$ cat config.mk
export PLATFORM = sky130hd
export DESIGN_NAME = demux_rr_n
export DESIGN_NICKNAME = d
export VERILOG_FILES = /design/src/rtl/demux_rr_n.sv
export SDC_FILE = /design/constraint.sdc
export NUM_CORES = 1
export LEC_CHECK = 0
export BUFFER_PORTS_ARGS = -buffer_cell sky130_fd_sc_hd__buf_2
export CORE_AREA = 2 2 64 66
export DETAILED_ROUTE_END_ITERATION = 10
export DIE_AREA = 0 0 66 68
export PLACE_DENSITY = 0.7
export SLEW_MARGIN = 20
export SYNTH_ARGS = -nofsm -noshare
export SYNTH_HDL_FRONTEND = slang
export SYNTH_SLANG_ARGS = --single-unit
$ cat constraint.sdc
create_clock -name clk_2f -period 1.9 [get_ports clk_2f]
set_clock_uncertainty 0.05 [all_clocks]
set_input_delay 0.19 -clock clk_2f [delete_from_list [all_inputs] [get_ports clk_2f]]
set_output_delay 0.19 -clock clk_2f [all_outputs]
set_load 0.01 [all_outputs]
$ cat src/rtl/demux_rr_n.sv
// demux_rr_n: 1:NUM_LANES word demultiplexer for the phy_rx datapath, clk_2f domain.
// Steers each valid input word to one lane, either round-robin or by an explicit
// lane id. Outputs are registered; unselected lanes hold their last data word.
// In round-robin mode, a run of GAP_RESYNC idle cycles sends the pointer back to lane 0.
// Optional macro DEMUX_PARITY_EN adds a per-lane parity output, registered with the data.
//
// state  | meaning
// IDLE   | no round-robin traffic since reset/resync; sel_cur is 0
// ACTIVE | round-robin traffic seen; idle cycles are counted toward resync
module demux_rr_n #(
    parameter int DATA_W     = 8,
    parameter int NUM_LANES  = 4,
    parameter int GAP_RESYNC = 2,
    localparam int SEL_W     = (NUM_LANES > 2) ? $clog2(NUM_LANES) : 1
) (
    input  logic                        clk_2f,
    input  logic                        reset_L,
    input  logic [DATA_W-1:0]           data_unstripped,
    input  logic                        valid_unstripped,
    input  logic                        mode_dir,
    input  logic [SEL_W-1:0]            lane_id,
    output logic [NUM_LANES*DATA_W-1:0] data_demux,
    output logic [NUM_LANES-1:0]        valid_demux,
    output logic [SEL_W-1:0]            sel_cur,
    output logic                        frame_done,
    output logic                        err_drop
`ifdef DEMUX_PARITY_EN
    ,output logic [NUM_LANES-1:0]       parity_demux
`endif
);

    localparam int GAP_W = (GAP_RESYNC > 0) ? $clog2(GAP_RESYNC + 1) : 1;
    localparam logic [SEL_W-1:0] LAST_LANE = SEL_W'(NUM_LANES - 1);
    // Compared against the count before increment, so the threshold is hit on this cycle.
    localparam logic [GAP_W-1:0] GAP_LAST = GAP_W'((GAP_RESYNC > 0) ? GAP_RESYNC - 1 : 0);

    typedef enum logic {IDLE, ACTIVE} state_t;

    state_t           state;
    logic [GAP_W-1:0] gap_cnt;
    logic             lane_ok;
    logic             wr_en;
    logic [SEL_W-1:0] wr_lane;

    // Pick the target lane for this cycle and decide whether a write happens.
    always_comb begin
        lane_ok = (int'(lane_id) < NUM_LANES);
        wr_en   = 1'b0;
        wr_lane = sel_cur;
        if (valid_unstripped) begin
            if (mode_dir) begin
                wr_lane = lane_id;
                wr_en   = lane_ok;
            end else begin
                wr_en = 1'b1;
            end
        end
    end

    // Lane registers, round-robin pointer, gap-resync FSM and status pulses.
    always_ff @(posedge clk_2f) begin
        if (!reset_L) begin
            data_demux   <= '0;
            valid_demux  <= '0;
            sel_cur      <= '0;
            frame_done   <= 1'b0;
            err_drop     <= 1'b0;
            gap_cnt      <= '0;
            state        <= IDLE;
`ifdef DEMUX_PARITY_EN
            parity_demux <= '0;
`endif
        end else begin
            valid_demux <= '0;
            frame_done  <= 1'b0;
            err_drop    <= 1'b0;

            for (int k = 0; k < NUM_LANES; k++) begin
                if (wr_en && (int'(wr_lane) == k)) begin
                    data_demux[k*DATA_W +: DATA_W] <= data_unstripped;
                    valid_demux[k]                 <= 1'b1;
`ifdef DEMUX_PARITY_EN
                    parity_demux[k]                <= ^data_unstripped;
`endif
                end
            end

            if (mode_dir) begin
                // Directed cycles leave the pointer and the gap counter untouched.
                if (valid_unstripped && !lane_ok) begin
                    err_drop <= 1'b1;
                end
            end else if (valid_unstripped) begin
                frame_done <= (sel_cur == LAST_LANE);
                sel_cur    <= (sel_cur == LAST_LANE) ? '0 : sel_cur + 1'b1;
                gap_cnt    <= '0;
                state      <= ACTIVE;
            end else if ((state == ACTIVE) && (GAP_RESYNC != 0)) begin
                if (gap_cnt >= GAP_LAST) begin
                    sel_cur <= '0;
                    gap_cnt <= '0;
                    state   <= IDLE;
                end else begin
                    gap_cnt <= gap_cnt + 1'b1;
                end
            end
        end
    end

endmodule

==> reports/metrics.yaml <==
busiest_layer: "met2"
clockRootBuffer: "clkbuf_8"
p_switching_mw: 0.408
startpoint_type: "flip-flop"
syn_nets: 184
startpoint: "sel_cur[0]$_SDFFE_PN0P_"
seq_area_frac_synth_pct: 51.7
drc: 0
grt_pass1_vias: 1172
hp-start: "data_unstripped[6]"
clock-sinks: 42
cts_buffers: 5
cts_tree: "built"
rsz0062_at_grt: "no"
critPathMaxFanout: 9
wl_per_cell_um: 12.3
hp-class: "in2reg"
ys_top_cells_by_count: "nand2_1 (47), dfxtp_1 (42), mux2i_1 (32), nor2_1 (7), nand2b_1 (4)"
internal_power_mw: 1.28
peakVddDrop_mv: 0.500
setup.worst_path.class: "reg2reg"
global_route.usage.met2_pct: 26.4
place_hpwl_um: 2370
grt_usage_pct: 16.1
status: "completed"
seqPwrFrac_pct: 55.1
ys.flop_type: "dfxtp_1"
setup_tns_ns: 0
synth_most_common_cell: "nand2_1"
drt_wl_total_um: 3330
post-route-util_pct: 52.1
synth_cells: 168
die_width_um: 66
io_pins: 54
die_area_um2: 4490
slew_headroom_pct: 60.5
num_rows: 23
combPwrFrac_pct: 10.3
yosysTopAreaCell: "dfxtp_1"
fmax_mhz: 693
yosysUniqueCellTypes: 26
r2r_start: "sel_cur[0]$_SDFFE_PN0P_"
cts_max_level: 2
ys_ff_latch: 42
global_route.usage.met1_pct: 19.1
postCtsHoldBufs: 0
viasPerCell: 4.66
async_reset_ff_share_pct: 0
drt_iter0_drc: 44
syn2layout_area_growth_pct: 23.5
grt_util_met3_pct: 5.43
setup_ws_ns: 0.458
vias: 1259
cts.path.max_buffers: 2
gp_congestion: 0.771
syn_area_um2: 1630
synth.top_cell.area_share_pct: 51.7
cts.clk_slew.worst_paths_ns: 0.08
place.port_buffers: 52
grt-ovfl-total: 0
finalHoldViolCount: 0
finalCriticalPeriod_ns: 1.44
core_um2: 3860
worst_pin_slew_ns: 0.591
crit_arrival_ns: 1.55
period_share_pct: 75.9
grt_start_max_net_pins: 34
antenna_found_initial: 0
drt_first_pass_iters: 4
dp_slack_ns: 0.455
critPathRequiredTime_ns: 2.01
synth_area_leaders: "dfxtp_1 (52%), mux2i_1 (20%), nand2_1 (11%)"
drive_gt1_share_pct: 29.5
die_h_um: 68
setup_viol: 0
postCtsSetupBuffers: 0
clock_latency_ns: 0.28
antennaDiodeCount: 0
maxCapViolCount: 0
synth_edf_count: 0
ys_warn_count: 0
end_kind: "flip-flop"
cellPowerDensity_nw_per_um2: 839
p_sw_share_pct: 24.2
cellLeakagePower_nw: 1.03
initial_utilization_pct: 42.2
finalPower_mw: 1.69
clkPwrFrac_pct: 34.5
grt_pass1_wl_um: 5380
synth_area_per_cell_um2: 9.69
fin_nets: 235
hold-worst-slack_ns: 0.183
cts_resized: 0
maxSlewViolCount: 0
drtAntennaViolNets: 0
-- worst max-delay path, cell delays in order (launching register included) --
cell	delay, ns
dfxtp_1	0.45
nand2b_1	0.10
o32a_1	0.51
mux2i_1	0.20
-- per-layer routing --
metal  routed length [µm]  part of all wire [%]
met5                    0                     0
met4                   51                   1.5
met3                  227                   6.8
met2                 1530                    46
met1                 1520                    46
-- through the flow --
step	cells	area, µm²
2_1_floorplan	168	1630
3_3_place_gp	262	1920
3_5_place_dp	262	1920
4_1_cts	270	2010
5_1_grt	270	2010
6_report	270	2010
-- sequential cells by signal (all words and copies together), names as in the netlist --
name         cells
sel_cur          2
frame_done       1
valid_demux      4
gap_cnt          2
state            1
data_demux      32
-- power by group through the flow --
stage	logic, mW	clock network (mW)	registers (mW)
finish	0.174	0.583	0.930
global route	0.193	0.643	0.934
CTS	0.177	0.608	0.930
detailed placement	0.176	0	0.950
global placement	0.173	0	0.950
floorplan	0.0968	0	0.964
-- layout make-up --
class                      instances  area [µm²]
fill                             377        1850
sequential                        42         841
multi-input combinational        111         702
timing repair buffer              55         295
clock buffer                       6        82.6
tap                               50        62.6
inverter                           4        15.0
clock inverter                     2        12.5
-- cell usage in the layout, fill, tap and decap left out, drive strengths merged --
master / instances
a21oi: 3
nand2b: 4
nor3: 1
nand4b: 1
dfxtp: 42
nor2: 7
and2: 1
ha: 2
buf: 55
clkinv: 1
clkbuf: 6
o32a: 2
mux2i: 32
or2b: 1
o22ai: 2
and4bb: 1
o21bai: 1
inv: 4
nor3b: 1
clkinvlp: 1
o21ai: 3
nand2: 47
conb: 1
a22oi: 1
-- cell families after synthesis --
logic type / Yosys count / synth area share, %
mux: 32 / 19.7
buf+inv: 15 / 5.23
flops: 42 / 51.7
other cells: 1 / 0.230
fa+ha+maj: 2 / 1.54
compound gates: 12 / 4.77
simple gates: 64 / 16.9
-- worst paths after layout --
check	to	slack (ns)	cells after the start
max	data_demux[9]$_SDFFE_PN0P_	0.46	3
min	data_demux[6]$_SDFFE_PN0P_	0.18	3
max reg2reg	data_demux[9]$_SDFFE_PN0P_	0.46	3
min reg2reg	data_demux[12]$_SDFFE_PN0P_	0.41	2
(Power assumes the default switching activity.)
